===== src/rtl/mips_pkg.sv =====
// rtl/mips_pkg.sv - ALU control codes, muldiv FSM encoding and default datapath width
package mips_pkg;

  localparam int MD_WIDTH = 32;

  localparam logic [3:0] ALU_AND = 4'b0000;
  localparam logic [3:0] ALU_OR  = 4'b0001;
  localparam logic [3:0] ALU_ADD = 4'b0010;
  localparam logic [3:0] ALU_MUL = 4'b0011;
  localparam logic [3:0] ALU_DIV = 4'b0100;
  localparam logic [3:0] ALU_SUB = 4'b0110;
  localparam logic [3:0] ALU_SLT = 4'b0111;
  localparam logic [1:0] ALUOP_R = 2'b10;

  localparam logic [2:0] S_IDLE = 3'd0;
  localparam logic [2:0] S_MUL  = 3'd1;
  localparam logic [2:0] S_DIV  = 3'd2;
  localparam logic [2:0] S_FIX  = 3'd3;
  localparam logic [2:0] S_DONE = 3'd4;

  typedef enum logic [2:0] {
    ST_IDLE = S_IDLE,
    ST_MUL  = S_MUL,
    ST_DIV  = S_DIV,
    ST_FIX  = S_FIX,
    ST_DONE = S_DONE
  } md_state_e;

endpackage


===== src/rtl/muldiv_iter.sv =====
// rtl/muldiv_iter.sv - unsigned shift-add multiply / restoring divide step on operand magnitudes
module muldiv_iter #(
  parameter int WIDTH = 32
) (
  input  logic             clk,
  input  logic             rst_n,
  input  logic             load,
  input  logic             en,
  input  logic             mode_div,
  input  logic [WIDTH-1:0] a_mag,
  input  logic [WIDTH-1:0] b_mag,
  output logic [WIDTH-1:0] acc,
  output logic [WIDTH-1:0] quo
);

  logic [WIDTH:0]   acc_q, acc_d;
  logic [WIDTH-1:0] quo_q, quo_d, opr_q;
  logic             div_q;
  logic [WIDTH:0]   sum, addend, shifted, diff;

  // Multiply: acc:quo is the running product, quo shifts the multiplier out LSB first.
  // Divide: acc is the partial remainder, quo shifts the dividend out and the quotient in.
  always_comb begin
    acc_d   = acc_q;
    quo_d   = quo_q;
    sum     = acc_q + {1'b0, opr_q};
    addend  = quo_q[0] ? sum : acc_q;
    shifted = {acc_q[WIDTH-1:0], quo_q[WIDTH-1]};
    diff    = shifted - {1'b0, opr_q};
    if (div_q) begin
      if (!diff[WIDTH]) begin
        acc_d = diff;
        quo_d = {quo_q[WIDTH-2:0], 1'b1};
      end else begin
        acc_d = shifted;
        quo_d = {quo_q[WIDTH-2:0], 1'b0};
      end
    end else begin
      acc_d = {1'b0, addend[WIDTH:1]};
      quo_d = {addend[0], quo_q[WIDTH-1:1]};
    end
  end

  always_ff @(posedge clk or negedge rst_n) begin
    if (!rst_n) begin
      acc_q <= '0;
      quo_q <= '0;
      opr_q <= '0;
      div_q <= 1'b0;
    end else if (load) begin
      acc_q <= '0;
      quo_q <= mode_div ? a_mag : b_mag;
      opr_q <= mode_div ? b_mag : a_mag;
      div_q <= mode_div;
    end else if (en) begin
      acc_q <= acc_d;
      quo_q <= quo_d;
    end
  end

  assign acc = acc_q[WIDTH-1:0];
  assign quo = quo_q;

endmodule


===== src/rtl/muldiv_sequencer.sv =====
// rtl/muldiv_sequencer.sv - multi-cycle mult/div sequencer writing HI/LO and stalling EX
module muldiv_sequencer
  import mips_pkg::*;
#(
  parameter int WIDTH = MD_WIDTH
) (
  input  logic             clk,
  input  logic             rst_n,
  input  logic             start,
  input  logic [5:0]       alu_ctrl,
  input  logic [WIDTH-1:0] op_a,
  input  logic [WIDTH-1:0] op_b,
  input  logic             abort,
  output logic             busy,
  output logic             stall,
  output logic             done,
  output logic             div_by_zero,
  output logic [WIDTH-1:0] hi,
  output logic [WIDTH-1:0] lo
);

  localparam int CW = $clog2(WIDTH);
  localparam logic [CW-1:0] CNT_MAX = CW'(WIDTH - 1);

  md_state_e        state_q;
  logic [CW-1:0]    count_q;
  logic             sa_q, sb_q, div_q, zero_q, done_q, dbz_q;
  logic [WIDTH-1:0] hi_q, lo_q, rhi_q, rlo_q;

  logic             op_mul, op_div, op_valid, accept, iter_en;
  logic [WIDTH-1:0] a_mag, b_mag, it_acc, it_quo;
  logic [2*WIDTH-1:0] prod;

  assign op_mul   = (alu_ctrl == {ALUOP_R, ALU_MUL});
  assign op_div   = (alu_ctrl == {ALUOP_R, ALU_DIV});
  assign op_valid = op_mul | op_div;
  assign accept   = (state_q == ST_IDLE) && start && op_valid && !abort;
  assign iter_en  = (state_q == ST_MUL) || (state_q == ST_DIV);
  assign a_mag    = op_a[WIDTH-1] ? -op_a : op_a;
  assign b_mag    = op_b[WIDTH-1] ? -op_b : op_b;
  assign prod     = {it_acc, it_quo};

  muldiv_iter #(.WIDTH(WIDTH)) u_iter (
    .clk      (clk),
    .rst_n    (rst_n),
    .load     (accept),
    .en       (iter_en),
    .mode_div (op_div),
    .a_mag    (a_mag),
    .b_mag    (b_mag),
    .acc      (it_acc),
    .quo      (it_quo)
  );

  // The signed result is staged in rhi/rlo so HI/LO only ever move in DONE.
  always_ff @(posedge clk or negedge rst_n) begin
    if (!rst_n) begin
      state_q <= ST_IDLE;
      count_q <= '0;
      sa_q    <= 1'b0;
      sb_q    <= 1'b0;
      div_q   <= 1'b0;
      zero_q  <= 1'b0;
      done_q  <= 1'b0;
      dbz_q   <= 1'b0;
      hi_q    <= '0;
      lo_q    <= '0;
      rhi_q   <= '0;
      rlo_q   <= '0;
    end else begin
      done_q <= 1'b0;
      if (abort && state_q != ST_IDLE) begin
        state_q <= ST_IDLE;
      end else begin
        case (state_q)
          ST_IDLE: begin
            if (accept) begin
              sa_q    <= op_a[WIDTH-1];
              sb_q    <= op_b[WIDTH-1];
              div_q   <= op_div;
              count_q <= CNT_MAX;
              dbz_q   <= 1'b0;
              zero_q  <= 1'b0;
              if (op_mul) begin
                state_q <= ST_MUL;
              end else if (op_b != '0) begin
                state_q <= ST_DIV;
              end else begin
                rhi_q   <= op_a;
                rlo_q   <= '1;
                zero_q  <= 1'b1;
                state_q <= ST_DONE;
              end
            end
          end
          ST_MUL, ST_DIV: begin
            if (count_q == '0) state_q <= ST_FIX;
            else               count_q <= count_q - 1'b1;
          end
          ST_FIX: begin
            if (div_q) begin
              rlo_q <= (sa_q ^ sb_q) ? -it_quo : it_quo;
              rhi_q <= sa_q ? -it_acc : it_acc;
            end else begin
              {rhi_q, rlo_q} <= (sa_q ^ sb_q) ? -prod : prod;
            end
            state_q <= ST_DONE;
          end
          ST_DONE: begin
            hi_q    <= rhi_q;
            lo_q    <= rlo_q;
            dbz_q   <= zero_q;
            done_q  <= 1'b1;
            state_q <= ST_IDLE;
          end
          default: state_q <= ST_IDLE;
        endcase
      end
    end
  end

  assign busy        = (state_q != ST_IDLE);
  assign stall       = busy | (start & op_valid);
  assign done        = done_q;
  assign div_by_zero = dbz_q;
  assign hi          = hi_q;
  assign lo          = lo_q;

endmodule


===== config.mk =====
export PLATFORM = sky130hd
export DESIGN_NAME = muldiv_sequencer
export DESIGN_NICKNAME = d
export VERILOG_FILES = /design/src/rtl/mips_pkg.sv /design/src/rtl/muldiv_iter.sv /design/src/rtl/muldiv_sequencer.sv
export SDC_FILE = /design/constraint.sdc
export NUM_CORES = 1
export LEC_CHECK = 0
export CAP_MARGIN = 20
export CORE_ASPECT_RATIO = 0.75
export CORE_MARGIN = 4
export CORE_UTILIZATION = 54
export CTS_CLUSTER_DIAMETER = 60
export DETAILED_ROUTE_END_ITERATION = 10
export PLACE_DENSITY = 0.87
export SLEW_MARGIN = 5
export SYNTH_ARGS = -nofsm -noshare
export SYNTH_HDL_FRONTEND = slang
export SYNTH_SLANG_ARGS = --single-unit

===== constraint.sdc =====
create_clock -name clk -period 3.85 [get_ports clk]
set_input_delay 0.77 -clock clk [delete_from_list [all_inputs] [get_ports clk]]
set_output_delay 0.77 -clock clk [all_outputs]
set_load 0.1 [all_outputs]

* Yosys cells after proc, flatten, opt, wreduce, memory -nomap -nowiden
Cells that the tools add are included.
Word-level totals: bits in registers 240, input bits 74, output and inout port bits 68, word-level logic and storage cells 103
Operators by class: bitwise operators 5, multiplexer cells 41, add/sub/neg operators 8, equality and inequality tests 12, reductions and logical operators 21
Operators with widths (number):
- 32-bit two-way mux | 17
- 33-bit two-way mux | 5
- 32-bit negation | 4
- 32-bit one-hot mux with 2 select lines | 2
- 64-bit two-way mux | 1
- 64-bit negation | 1
- 33-bit by 32-bit adder with 33-bit output | 1
- 33-bit by 32-bit subtractor with 33-bit output | 1
- 32-bit nonzero test | 1
- 3-bit two-way mux | 5
- 6-bit == test (second input constant) | 2
- 5-bit two-way mux | 2
- 5-bit one-hot mux with 2 select lines | 1
- 3-bit one-hot mux with 3 select lines | 1
- 2-bit inequality test (second input constant) | 4
- 2-bit nonzero test | 4
- 3-bit by 2-bit == test with 1-bit output (second input constant) | 2
- 1-bit two-way mux | 6
- 3-bit AND reduction | 2
- 5-bit logical NOT | 1
- 5-bit AND reduction | 1
- 5-bit by 1-bit subtractor with 5-bit output (second input constant) | 1
- 1-bit logical AND | 4
- 2-bit AND reduction | 2
- other kinds (15) | 16

* Longest topological paths before layout
Gate-level depths: netlist of run 1.
depth after elaboration 7, depth in mapped cells 20

* Cells and area by module
From an unflattened synthesis of run 1, not the netlist that was laid out.
Unflattened totals: cell total of the unflattened synthesis 2210, area total of the unflattened synthesis 18657.9 um^2
By module, submodules not included:
- muldiv_iter | cells each 1222, area each 9709.3 um^2, times used 1
- muldiv_sequencer | cells each 988, area each 8948.6 um^2, times used 1

* Least setup slack after synthesis of run 1
OpenSTA, ideal clock, no wires.
path kind register to register, from register u_iter.acc_q[18], to register u_iter.acc_q[18], period minus slack after synthesis 4.042 ns, required time 3.726 ns, setup time 0.124 ns, stages on the path, launching flop included 16, path slack -0.192 ns, buffers on the path 3, arrival 3.918 ns, path through dfrtp_1 ha_1 a21oi_1 o21ai_0 a32o_1 nor3_1 a21oi_1 or3_1 a21oi_1 o21ai_0 ha_1 clkbuf_1 clkbuf_1 clkbuf_1 a211oi_1 a211o_1
On the way: cells in the longest elaborated chain, start to end 5, elaborated cells on any way between the ends 7
RTL lines:
- start, declared | RTL line muldiv_iter.sv:16 | logic [WIDTH:0] acc_q, acc_d;
- start signal, assigned | RTL line muldiv_iter.sv:46 | acc_q <= '0;
- start signal, assigned | RTL line muldiv_iter.sv:51 | acc_q <= '0;
- start signal, assigned | RTL line muldiv_iter.sv:56 | acc_q <= acc_d;
- 33-bit by 32-bit adder with 33-bit output or 33-bit by 32-bit subtractor with 33-bit output (tied branches) | RTL line muldiv_iter.sv:26, muldiv_iter.sv:29
- 33-bit two-way mux, on equally long branches | RTL line muldiv_iter.sv:27, muldiv_iter.sv:31
- 33-bit two-way mux (*) | RTL line muldiv_iter.sv:30 | if (div_q) begin
- 33-bit two-way mux (*) | RTL line muldiv_iter.sv:55 | end else if (en) begin
- 33-bit two-way mux (*) | RTL line muldiv_iter.sv:50 | end else if (load) begin
Every way passes the cells marked *; elsewhere a longest branch is shown, timed or not. The select of a mux whose other input is x is not followed. A chain may end at the register's enable or synchronous reset.

* Worst setup path after layout of run 1
from register u_iter.opr_q[23], to register u_iter.quo_q[0], in the netlist u_iter.quo[0]
On the way: cells in the longest elaborated chain, start to end 5
RTL lines:
- start, declared | RTL line muldiv_iter.sv:17 | logic [WIDTH-1:0] quo_q, quo_d, opr_q;
- start signal, assigned | RTL line muldiv_iter.sv:53 | opr_q <= mode_div ? b_mag : a_mag;
- 33-bit by 32-bit subtractor with 33-bit output | RTL line muldiv_iter.sv:29 | diff = shifted - {1'b0, opr_q};
- 1-bit two-way mux | RTL line muldiv_iter.sv:31 | if (!diff[WIDTH]) begin
- 32-bit two-way mux | RTL line muldiv_iter.sv:30
- 32-bit two-way mux | RTL line muldiv_iter.sv:55
- 32-bit two-way mux | RTL line muldiv_iter.sv:50
- end signal, assigned | RTL line muldiv_iter.sv:52 | quo_q <= mode_div ? a_mag : b_mag;
- end signal, assigned | RTL line muldiv_iter.sv:57 | quo_q <= quo_d;
- end, declared | RTL line muldiv_iter.sv:17
No other way between the ends. The select of a mux whose other input is x is not followed.

==> out/qor.csv, run 1 <==
metric,value,unit
status,finished clean,
Simple-Gate Fraction of Synth Area,0.179,
num ports,142,
initial antenna violation count,0,
core region area,33500,um^2
first-pass GRT wire length,104000,um
Slew @ Worst Pin,1090,ps
sequential power share,0.225,
total CTS buffers,27,
1st-iter DRT viols,3061,
placed cells,2864,
Mapped Cells,2201,
Post-Syn Nets,2349,
Startpoint Class,register,
"Largest stage delay, worst path",390,ps
multi-input logic area,11600,um^2
multiplexer share of the synthesized area,0.0694,
Tot GR Track Use,0.351,
CTS HTree Levels,1,
Adder-Cell Fraction of Synth Area,0.0512,
clk sinks,240,
Synth area leader,dfrtp_1,
post-synthesis instance area,18400,um^2
Sequential Area,6010,um^2
# port buffers,141,
Area growth syn-to-layout,22.7,%
Worst-path clk slew,60,ps
"most used cell, CP",buf_4,
residual DRC count,0,
Wirelength per Cell,23.4,um
cell family with most CP delay,compound AO/OA/AOI/OAI gates,
CP Data Required Time,4350,ps
DR vias,19200,
pin count of the biggest net entering global routing,96,
VDD IR max,0.000465,V
Switching Share,0.475,
DPL Wire Length,52400,um
post-synthesis compound-gate area fraction,0.249,
Initial Utilization,0.548,
crit-path max FO,3,
yosys warns,0,
cells along the critical path,"inv_1, ha_1, and3_1, a32o_1, nor3_2, buf_4, a21oi_2, or3_1, a21oi_2, o21ai_2, buf_4, buf_4, buf_4, buf_4, ha_1, nand2_2, o211ai_1, o21ai_1, o21ai_1",
CTS Hold Bufs,0,
vias in the first global route,17800,
Fin. Hold Viols,0,
maxcap violations,0,
sequential area share after synthesis,0.327,
Yosys top cell area share,0.327,
XOR/XNOR Fraction of Synth Area,0.0748,
Fmax,0.264,GHz
Crit Path Category,register to register,
clk_skew,28.9,ps
CP max stage cell,dfrtp_1,
height of the die,168,um
"Primary FF master, synth",dfrtp_1,
CTS max path bufs,3,
register bit total from synthesis,240,
CTS tree,done,
Post-synth EDFFs,0,
drt first pass iters,7,
GPL Wtd Cong,1.05,
main combinational cell family by area after synthesis,compound AO/OA/AOI/OAI gates,
Bufs and invs on worst path,6,
clk_lat worst skew,570,ps
CTS root buf,clkbuf_16,
GRT overflow,0,
Die X,221,um
CP arrival,4280,ps
CP Capture Type,register,
top post-synthesis cells by area,"dfrtp_1 33%, o21ai_0 5.4%, ha_1 4.9%",
setup tns final,0,ps
"non-filler cells, final",2917,
clock power share,0.170,
max-slew violations,0,
Yosys cell types,79,
Worst Hold Class,input port to asynchronous set/reset pin,
Die ar.,37100,um^2
layout cells sized above 1,0.175,
Final #Nets,2599,
Post-DRT Antenna Nets,0,
Vias per Instance,6.58,
final WL,68200,um
Power Density,675,nW/um^2
Core Rows,58,
endpoints failing setup,0,
final period utilization,0.983,
filler cell count,2700,
Antenna Cells,0,
"Min Clock Period, post-route",3790,ps
Pleak,9.83,nW
syn avg cell area,8.35,um^2
Comb pwr share,0.605,
Switch Pwr,7.22,mW
Pint,7.99,mW
Synth async-reset ratio,1.00,
headroom to the max-slew limit,0.273,
## through the flow
step | instance area [um^2] | util | power [mW] | hold WS [ps] | setup WS (ps)
2_1_floorplan | 18400 | - | 8.85 | 433 | 74.4
3_3_place_gp | 21500 | 0.642 | 11.9 | 454 | -269
3_5_place_dp | 21500 | 0.642 | 12.0 | 471 | -369
4_1_cts | 22500 | 0.671 | 14.8 | 251 | 5.01
5_1_grt | 22600 | 0.673 | 16.0 | 281 | -74.6
6_report | 22600 | 0.673 | 15.2 | 216 | 64.9
## per-layer routing
layer | share of wire | up-vias | global-route usage
met5 | 0 | - | 0
li1 | - | 8568 | -
met1 | 0.42 | 9186 | 0.514
met4 | 0.030 | 0 | 0.0822
met2 | 0.43 | 1300 | 0.532
met3 | 0.12 | 144 | 0.0833
## state kept, by name, summed over array words and instances (netlist names)
register and count:
lo 32, u_iter.quo 32, sb_q 1, u_iter.div_q 1, rlo_q 32, done 1
u_iter.acc_q 33, rhi_q 32, zero_q 1, count_q 5, u_iter.opr_q 32, state_q 3
sa_q 1, div_q 1, hi 32, div_by_zero 1
## layout make-up
class                   instances  share of cell area
flip-flops and latches        240               0.266
inverters                      76              0.0128
well taps                     450              0.0250
clock inverters                15             0.00682
multi-input cells            1735               0.514
repair buffers                371               0.145
clock buffers                  30              0.0309
## placed cells by master, fill, tap and decap left out, types with 16 or more instances in the layout
master | Yosys | final
nor4_1 | 23 | 23
mux2_2 | 68 | 68
xnor2_1 | 77 | 77
or4_1 | 18 | 18
nor3_1 | 44 | 42
a211oi_1 | 26 | 26
dfrtp_1 | 240 | 239
a21oi_1 | 169 | 166
o21ai_0 | 199 | 195
nand2_1 | 228 | 225
o211ai_1 | 28 | 28
buf_4 | 3 | 218
mux2i_1 | 51 | 51
o22ai_1 | 18 | 18
o31ai_1 | 32 | 31
ha_1 | 72 | 70
a31oi_1 | 26 | 26
a31oi_2 | 23 | 23
inv_1 | 73 | 72
o41ai_1 | 16 | 16
nand3_1 | 38 | 37
nor2_1 | 174 | 173
nand4_1 | 19 | 19
clkbuf_16 | 0 | 27
and3_1 | 19 | 19
a21o_1 | 25 | 25
or3_1 | 31 | 31
o221ai_1 | 22 | 22
clkdlybuf4s50_1 | 0 | 139
xor2_1 | 80 | 80
## power by group through the flow
stage          sequential [mW]  combinational, mW  clock [mW]
6_report                  3.42               9.21        2.59
5_1_grt                   3.46               9.86        2.68
4_1_cts                   3.39               8.83        2.58
3_5_place_dp              3.43               8.59           0
3_3_place_gp              3.40               8.47           0
2_1_floorplan             3.41               5.45           0
## Yosys cell counts, types with 28 or more instances
cell,count
clkbuf_1,126
nand3_1,38
or3_1,31
nor2_1,174
o21ai_0,199
o31ai_1,32
xor2_1,80
o211ai_1,28
inv_1,73
mux2i_1,51
nor3_1,44
a21oi_1,169
ha_1,72
mux2_2,68
xnor2_1,77
dfrtp_1,240
nand2_1,228
## repair_timing
item	4_1_cts	5_1_grt
gates resized for setup	13	18
cloned	1	0
setup endpoints to repair	32	27
buffers inserted	7	0
pin swaps	8	7
## final timing paths
| path | startpoint | end | slack (ps) | cells after the start |
|---|---|---|---|---|
| max reg2reg | u_iter.opr_q[23]$_DFFE_PN0P_ | u_iter.quo[0]$_DFFE_PN0P_ | 60 | 19 |
| min | rst_n | u_iter.acc_q[3]$_DFFE_PN0P_ | 220 | 1 |
| max in group asynchronous | rst_n | hi[21]$_DFFE_PN0P_ | 2600 | 2 |
| max | u_iter.opr_q[23]$_DFFE_PN0P_ | u_iter.quo[0]$_DFFE_PN0P_ | 60 | 19 |
| min in group clk | zero_q$_DFFE_PN0P_ | zero_q$_DFFE_PN0P_ | 480 | 2 |
| min reg2reg | zero_q$_DFFE_PN0P_ | zero_q$_DFFE_PN0P_ | 480 | 2 |
## logic make-up after synthesis
group           count (synthesis)
compound gates                699
xor+xnor                      157
fa+ha+maj                      74
buf+inv                       226
flops                         240
mux                           119
simple gates                  686
No activity file was read; power rests on OpenSTA's default activity.
==> inputs of run 2 (changes only) <==
GPL_TIMING_DRIVEN = 0   (was unset)
==> run 2 against run 1 <==
Fmax down 0.84%. Critical path depth decreased by 9. Sequential power grew 5%. Largest power group unchanged. Power increased by 3.4%. Clock-buffer cell count rose by 4. Final area down 2.0%. Combinational power is 2% lower. Register-to-register slack worse by 30 ps. Largest cell class unchanged. First-iteration DRC count rose by 1.3%. Global-route usage increased by 6.4 points. Sequential share of layout area up 0.59 points.
==> out/qor.csv, run 2 (synthesis results as in run 1) <==
metric,value,unit,change
endpoints failing setup,0,,unchanged
CP startpoint,u_iter.acc_q[1]$_DFFE_PN0P_,,
FF-to-FF setup slack,30,ps,-30 ps
Fmax,0.262,GHz,-0.84%
Place WS,-1600,ps,-1230 ps
crit path capture,rhi_q[30]$_DFFE_PN0P_,,
crit-path max FO,9,,+6
Die ar.,37100,um^2,unchanged
Worst R2R End,rhi_q[30]$_DFFE_PN0P_,,
Worst Hold Class,input port to asynchronous set/reset pin,,
final WL,80300,um,+18%
vias in the first global route,18300,,+3.2%
CTS HTree Levels,1,,unchanged
clk sinks,240,,unchanged
maxcap violations,0,,unchanged
"most common cell after layout, fill and taps aside",dfrtp_1,,
final core occ,0.659,,-0.0134
CP arrival,4250,ps,-30 ps
height of the die,168,um,unchanged
Worst-path clk slew,70,ps,about the same
status,finished clean,,
Final #Nets,2542,,-2.2%
setup tns final,0,ps,unchanged
CTS max path bufs,3,,unchanged
Core Rows,58,,unchanged
filler cell count,2824,,+4.6%
Reg with most FFs,u_iter.acc_q,,
Vias per Instance,6.85,,+4.1%
DPL Wire Length,62200,um,+19%
drt first pass iters,9,,+2
max FFs per register,33,,unchanged
# port buffers,140,,-0.71%
final period utilization,0.991,,+0.00835
GRT overflow,0,,unchanged
Antenna Cells,0,,unchanged
DR vias,19600,,+2.2%
Die X,221,um,unchanged
residual DRC count,0,,unchanged
Worst Reg-to-Reg Cells,10,,-9
Area growth syn-to-layout,20.2,%,
layout cells sized above 1,0.124,,-0.0505
Fin. Hold Viols,0,,unchanged
CP Capture Type,register,,
Wirelength per Cell,28.0,um,+20%
dpl cell area,20500,um^2,-5.0%
Post-DRT Antenna Nets,0,,unchanged
1st-iter DRT viols,3100,,+1.3%
Tot GR Track Use,0.415,,+0.0637
CTS Hold Bufs,0,,unchanged
Initial Utilization,0.548,,unchanged
CTS tree,done,,
headroom to the max-slew limit,0.0857,,-0.188
CP Data Required Time,4280,ps,-70 ps
Final Instance Area,22100,um^2,-2.0%
core region area,33500,um^2,unchanged
CTS root buf,clkbuf_16,,
pin count of the biggest net entering global routing,112,,+17%
VDD IR max,0.000695,V,+49%
initial antenna violation count,1,,+1
Power Density,712,nW/um^2,+5.5%
max-slew violations,0,,unchanged
Pleak,9.21,nW,-6.2%
"commonest cells after routing, fill and taps aside","230 x dfrtp_1, 225 x nand2_1, 192 x o21ai_0, 172 x nor2_1, 159 x a21oi_1",,
GPL Wtd Cong,1.10,,+4.6%
num ports,142,,unchanged
first-pass GRT wire length,118000,um,+13%
"Min Clock Period, post-route",3820,ps,+32.1 ps
clk_lat worst skew,600,ps,+30 ps
Startpoint Class,register,,
total CTS buffers,30,,+11%
fin worst setup slack,32.8,ps,-32.1 ps
Crit Path Category,register to register,,
Worst R2R Start,u_iter.acc_q[1]$_DFFE_PN0P_,,
clk_skew,30.8,ps,+1.88 ps
Slew @ Worst Pin,1360,ps,+272 ps
## run 2: cell types whose count changed in the layout (fill, tap and decap cells not counted), sizes merged, moves of 3 or more
| cell | delta |
|---|---|
| clkinvlp | -3 |
| clkinv | +3 |
| clkbuf | +124 |
| inv | +3 |
| buf | -180 |
## run 2: worst min path at each step
stage	start	slack, ps	end	cells past startpoint
after detailed placement	rhi_q[31]$_DFFE_PN0P_	460	rhi_q[31]$_DFFE_PN0P_	2
final	rst_n	70	u_iter.opr_q[5]$_DFFE_PN0P_	1
after global routing	rst_n	130	u_iter.acc_q[4]$_DFFE_PN0P_	1
after floorplan	rhi_q[31]$_DFFE_PN0P_	430	rhi_q[31]$_DFFE_PN0P_	2
after global placement	rhi_q[31]$_DFFE_PN0P_	460	rhi_q[31]$_DFFE_PN0P_	2
after CTS	rst_n	100	u_iter.opr_q[5]$_DFFE_PN0P_	1
## run 2: worst max-delay path: stages (launching register included)
cell	delay (ps)
dfrtp_2	480
inv_1	170
ha_1	280
or4b_2	700
nor4bb_2	730
nand2_1	140
o21ai_0	200
a21oi_1	100
a21oi_1	320
xor2_1	370
o21ai_0	160
## run 2: area by class of cell
cell class              instances  area, um^2  area share
plain buffers                 144         672      0.0304
clock buffers                  34         806      0.0365
clock inverters                20         273      0.0123
inverters                      76         302      0.0136
multi-input cells            1735       11800       0.534
flip-flops and latches        240        6020       0.272
well taps                     450         563      0.0255
repair buffers                167        1670      0.0754
## run 2: report_power, final
| group | total [mW] | internal, mW | switching (mW) | leakage [nW] |
|---|---|---|---|---|
| Clock | 3.08 | 1.80 | 1.28 | 0.522 |
| Sequential | 3.59 | 2.93 | 0.659 | 3.03 |
| Combinational | 9.07 | 3.21 | 5.86 | 5.66 |
| Total | 15.7 | 7.94 | 7.80 | 9.21 |
## run 2: through the flow
stage,power [mW],std cells,hold WS [ps]
after floorplan,8.85,2201,433
after global placement,11.4,2791,458
after detailed placement,11.6,2797,464
after CTS,15.1,2861,97.9
after global routing,16.4,2866,130
final,15.7,2866,74.5
## run 2: repair_timing
action                     4_1_cts  5_1_grt
setup buffers                   13        6
setup endpoints to repair       89      108
pin swaps                       15       11
gates resized for setup         75       39
## run 2: metal layers
layer / wire length, um / global-route usage
met3: 12600 / 0.166
met5: 0 / 0
met4: 3300 / 0.139
met2: 31800 / 0.571
met1: 32700 / 0.594
